`src/rtl/sqrt_seq_pkg.sv`:
```
// Shared constants and state encoding for the integer square-root sequencer.
package sqrt_seq_pkg;

  localparam int OP_W   = 16;
  localparam int ROOT_W = 8;
  localparam int REM_W  = 10;

  localparam logic [7:0] OP_ADDR  = 8'd16;
  localparam logic [7:0] RES_ADDR = 8'd18;

  typedef enum logic [2:0] {
    S_IDLE  = 3'd0,
    S_ARMED = 3'd1,
    S_RD_HI = 3'd2,
    S_RD_LO = 3'd3,
    S_CALC  = 3'd4,
    S_WR    = 3'd5,
    S_DONE  = 3'd6
  } state_t;

endpackage

```
`src/rtl/isqrt_step.sv`:
```
// One digit-recurrence iteration of floor(sqrt): shifts in a bit pair and
// decides the next root bit. Purely combinational, no backpressure.
module isqrt_step
  import sqrt_seq_pkg::*;
(
  input  logic [REM_W-1:0]  rem,
  input  logic [ROOT_W-1:0] root,
  input  logic [1:0]        bits,
  output logic [REM_W-1:0]  rem_next,
  output logic [ROOT_W-1:0] root_next
);

  logic [REM_W-1:0] shifted;
  logic [REM_W-1:0] trial;

  assign shifted = {rem[REM_W-3:0], bits};
  assign trial   = {root, 2'b01};

  always_comb begin
    rem_next  = shifted;
    root_next = {root[ROOT_W-2:0], 1'b0};
    if (shifted >= trial) begin
      rem_next  = shifted - trial;
      root_next = {root[ROOT_W-2:0], 1'b1};
    end
  end

endmodule

```
`src/rtl/sqrt_seq_ctrl.sv`:
```
// Sequencer: reads a 16-bit operand from shared memory, computes the 8-bit root
// in 8 cycles, writes it back; every memory access stalls until MemGnt.
module sqrt_seq_ctrl
  import sqrt_seq_pkg::*;
(
  input  logic       Clk,
  input  logic       Reset,
  input  logic       Start,
  output logic       Ack,
  output logic       MemReq,
  input  logic       MemGnt,
  output logic [7:0] MemAddr,
  output logic       MemWrEn,
  output logic [7:0] MemWrData,
  input  logic [7:0] MemRdData
);

  state_t            state;
  state_t            next_state;
  logic [OP_W-1:0]   op;
  logic [REM_W-1:0]  rem;
  logic [ROOT_W-1:0] root;
  logic [2:0]        iter;
  logic [REM_W-1:0]  rem_next;
  logic [ROOT_W-1:0] root_next;
  logic [1:0]        bit_pair;

  assign bit_pair = op[{iter, 1'b0} +: 2];

  isqrt_step u_step (
    .rem       (rem),
    .root      (root),
    .bits      (bit_pair),
    .rem_next  (rem_next),
    .root_next (root_next)
  );

  always_comb begin
    next_state = state;
    case (state)
      S_IDLE:  if (Start)      next_state = S_ARMED;
      S_ARMED: if (!Start)     next_state = S_RD_HI;
      S_RD_HI: if (MemGnt)     next_state = S_RD_LO;
      S_RD_LO: if (MemGnt)     next_state = S_CALC;
      S_CALC:  if (iter == '0) next_state = S_WR;
      S_WR:    if (MemGnt)     next_state = S_DONE;
      S_DONE:  if (Start)      next_state = S_ARMED;
      default:                 next_state = S_IDLE;
    endcase
  end

  // Memory outputs are decoded from state so reset silences them immediately.
  always_comb begin
    MemReq    = 1'b0;
    MemAddr   = 8'd0;
    MemWrEn   = 1'b0;
    MemWrData = 8'd0;
    case (state)
      S_RD_HI: begin
        MemReq  = 1'b1;
        MemAddr = OP_ADDR;
      end
      S_RD_LO: begin
        MemReq  = 1'b1;
        MemAddr = OP_ADDR + 8'd1;
      end
      S_WR: begin
        MemReq    = 1'b1;
        MemAddr   = RES_ADDR;
        MemWrEn   = MemGnt;
        MemWrData = root;
      end
      default: ;
    endcase
  end

  always_ff @(posedge Clk or posedge Reset) begin
    if (Reset) begin
      state <= S_IDLE;
      Ack   <= 1'b0;
      op    <= '0;
      rem   <= '0;
      root  <= '0;
      iter  <= '0;
    end else begin
      state <= next_state;
      Ack   <= (next_state == S_DONE);
      case (state)
        S_RD_HI: if (MemGnt) op[15:8] <= MemRdData;
        S_RD_LO: begin
          if (MemGnt) begin
            op[7:0] <= MemRdData;
            rem     <= '0;
            root    <= '0;
            iter    <= 3'd7;
          end
        end
        S_CALC: begin
          rem  <= rem_next;
          root <= root_next;
          iter <= iter - 3'd1;
        end
        default: ;
      endcase
    end
  end

endmodule

```
`config.mk`:
```
export PLATFORM = sky130hd
export DESIGN_NAME = sqrt_seq_ctrl
export DESIGN_NICKNAME = d
export VERILOG_FILES = /design/src/rtl/sqrt_seq_pkg.sv /design/src/rtl/isqrt_step.sv /design/src/rtl/sqrt_seq_ctrl.sv
export SDC_FILE = /design/constraint.sdc
export NUM_CORES = 1
export LEC_CHECK = 0
export CAP_MARGIN = 20
export CORE_UTILIZATION = 45
export CTS_BUF_LIST = sky130_fd_sc_hd__clkbuf_4 sky130_fd_sc_hd__clkbuf_8
export DETAILED_ROUTE_END_ITERATION = 12
export PLACE_DENSITY_LB_ADDON = 0.08
export SLEW_MARGIN = 20
export SYNTH_ARGS = -nofsm -noshare
export SYNTH_HDL_FRONTEND = slang
export SYNTH_SLANG_ARGS = --single-unit
```
`constraint.sdc`:
```
create_clock -name Clk -period 2.8 [get_ports Clk]
set_clock_uncertainty 0.15 [all_clocks]
set_input_delay 0.56 -clock Clk [delete_from_list [all_inputs] [get_ports Clk]]
set_output_delay 0.56 -clock Clk [all_outputs]
set_load 0.02 [all_outputs]
```
==> impl_metrics.env <==
export IMPL_status="complete, but fails checks"
export IMPL_violations="negative setup slack"
export IMPL_avgSynthCellArea_um2=9.95
export IMPL_setup_viol=1
export IMPL_syn2layout_area_growth_pct=25.3
export IMPL_num_antenna_cells=0
export IMPL_finalMaxSlewViolations=0
export IMPL_critPathMaxFanout=6
export IMPL_clock_path_buffers=2
export IMPL_p_total_uw=4110
export IMPL_power_density_nw_per_um2=1390
export IMPL_synth_commonest_cells="39 x dfrtp_1, 23 x nand2_1, 17 x o21ai_0"
export IMPL_drive_gt1_share_pct=19.9
export IMPL_fin_cells=347
export IMPL_cp_endpoint="rem[3]$_DFFE_PP0P_"
export IMPL_use_met1_pct=25.4
export IMPL_cts_sinks=39
export IMPL_path_clk_slew_ns=0.08
export IMPL_antenna_left=0
export IMPL_reg2regPathDepth=11
export IMPL_worst_ep_arrival_time_ns=2.85
export IMPL_die_y_um=74.5
export IMPL_ys_types=51
export IMPL_drv_cap=0
export IMPL_tritoncts="yes"
export IMPL_yosys_warnings=0
export IMPL_rrSetupSlack_ns=-0.02
export IMPL_hp_class="flip-flop to flip-flop"
export IMPL_grt_overflow=0
export IMPL_die_width_um=74.5
export IMPL_drtPass1Iterations=4
export IMPL_htree_levels=2
export IMPL_dp_cells=335
export IMPL_cts_hold_buf=0
export IMPL_grt_max_degree=40
export IMPL_reg2reg_from="iter[0]$_DFFE_PP0P_"
export IMPL_hp_start="rem[6]$_DFFE_PP0P_"
export IMPL_vias=1793
export IMPL_wl_per_cell_um=14.5
export IMPL_syn_area_um2=2370
export IMPL_endpoint_kind="flip-flop"
export IMPL_rows=26
export IMPL_hold_viol_final=0
export IMPL_tightest_slew_ns=0.562
export IMPL_required_ns=2.83
export IMPL_dp_hpwl_um=3500
export IMPL_pre_cts_slack_ns=-0.0195
export IMPL_ir_drop_v=0.000643
export IMPL_fin_crit_ns=2.82
export IMPL_ys_seq_elements=39
export IMPL_yosysMostFrequentCell="dfrtp_1"
export IMPL_postSynthCellCount=238
export IMPL_final_cell_area_um2=2970
export IMPL_rsz0062_at_grt="yes"
export IMPL_placed_area_um2=2750
export IMPL_yosys_area_top_type="dfrtp_1"
export IMPL_yosysSeqAreaShare_pct=41.2
export IMPL_max_slew_margin_rel_pct=62.2
export IMPL_synthFlopType="dfrtp_1"
export IMPL_grt_pass1_vias=1633
export IMPL_grt_busiest_layer="met2"
export IMPL_cts_buffers_inserted=5
export IMPL_ios=31
export IMPL_antenna_found_initial=0
export IMPL_startpoint_type="flip-flop"
export IMPL_grt_usage_pct=19.4
export IMPL_global_route_usage_met3_pct=3.12
export IMPL_worst_r2r_endpoint="rem[3]$_DFFE_PP0P_"
export IMPL_io_buffer_count=25
export IMPL_synth_edf_count=0
export IMPL_start_util_pct=46.6
export IMPL_setup_ws_ns=-0.0174
export IMPL_use_met2_pct=32.2
export IMPL_path_class="flip-flop to flip-flop"
export IMPL_core_um2=5070
export IMPL_die_area_um2=5550
export IMPL_routed_wl_um=5020
export IMPL_viasPerCell=5.17
export IMPL_synth_top_cell_area_share_pct=41.2
export IMPL_p_leak_uw=0.00135
export IMPL_clock_latency_ns=0.30
export IMPL_nNetsFinal=300
export IMPL_grt_pass1_wl_um=7950
export IMPL_initialDrtViolationCount=121
export IMPL_yosys_top_cells_area="dfrtp_1 41%, mux2_2 7.6%, ha_1 6.3%"
export IMPL_tns_ns=-0.0174
export IMPL_gp_congestion=0.882
export IMPL_fillers=484
export IMPL_clock_fmax_mhz=355
export IMPL_root_buffer="clkbuf_8"
export IMPL_cp_startpoint="iter[0]$_DFFE_PP0P_"
export IMPL_async_flop_share_pct=100
export IMPL_fin_crit_sh_pct=101
export IMPL_drc=0
==> power breakdown <==
part / leakage (uW) / internal, uW / total (uW) / switching, uW
combinational: 0.000807 / 1310 / 2640 / 1330
sequential: 0.000486 / 811 / 993 / 182
clock: 0.0000581 / 265 / 477 / 211
total: 0.00135 / 2390 / 4110 / 1720
==> area by class of cell <==
cell class	count	area, um^2	area share, %
multi-input cells	174	1320	44.6
flip-flops and latches	39	976	32.9
repair buffers	42	415	14.0
well taps	70	87.6	2.95
clock buffers	5	68.8	2.32
inverters	14	52.6	1.77
clock inverters	3	43.8	1.48
==> cell families after synthesis <==
group | synth area share (%)
other | 0.158
AND/OR/NAND/NOR | 15.0
adder cells (fa/ha/maj) | 6.34
AO/OA/AOI/OAI | 15.0
XOR/XNOR | 1.48
buffers and inverters | 5.81
multiplexers | 15.0
flip-flops | 41.2
==> how the worst min path moves through the flow <==
stage                               endpoint  cells after the start  slack [ns]
after floorplan           rem[6]$_DFFE_PP0P_                      2        0.31
after global placement    rem[6]$_DFFE_PP0P_                      2        0.33
after global routing      rem[6]$_DFFE_PP0P_                      2        0.36
after detailed placement  rem[6]$_DFFE_PP0P_                      2        0.33
after CTS                 rem[6]$_DFFE_PP0P_                      2        0.35
final                     rem[6]$_DFFE_PP0P_                      2        0.34
==> metal layers <==
metal	wire length [um]	up-vias
met5	0	-
met4	137	0
met3	129	14
met2	2380	36
met1	2370	839
li1	-	904
==> critical path, cell delays in order (launching register included) <==
cell	delay [ns]
dfrtp_1	0.43
buf_12	0.16
mux2i_2	0.14
mux4_2	0.51
ha_2	0.21
nor2b_4	0.13
o311ai_4	0.26
o22ai_2	0.15
buf_6	0.16
nand2_1	0.06
a21oi_1	0.06
a221o_2	0.29
==> what timing repair did <==
item                                    in CTS  in global routing
buffers inserted                             1                  2
cloned                                       0                  1
gates resized for setup                      4                  8
pin swaps                                    3                  2
endpoints found under the setup margin       2                  8
==> cells in the final DEF, fill, tap and decap left out, types with 2 or more instances in the layout <==
master	n
conb_1	5
and3_1	2
nand2_1	23
or2_2	2
xnor2_1	2
a21o_1	4
and2_1	11
ha_1	10
nor2_1	8
nand3_1	6
clkbuf_8	5
mux2i_1	12
o41ai_1	2
o21ai_0	17
dfrtp_1	39
a21boi_0	3
buf_4	13
nand2b_1	3
mux4_2	2
inv_1	14
o311ai_0	2
buf_6	2
a21oi_1	8
o21bai_1	2
nor2b_1	3
xor2_1	2
mux2_2	16
clkdlybuf4s50_1	25
==> state kept, by name, indices dropped and copies added, names as in the netlist <==
name / cells
Ack: 1
state: 3
op: 16
iter: 3
rem: 8
root: 8
==> metrics by stage <==
stage	util [%]	hold slack [ns]
after floorplan	-	0.306
after global placement	54.1	0.330
after detailed placement	54.1	0.332
after CTS	56.9	0.349
after global routing	58.5	0.365
final	58.5	0.344
Note: power is estimated with default switching activity, not from simulation.
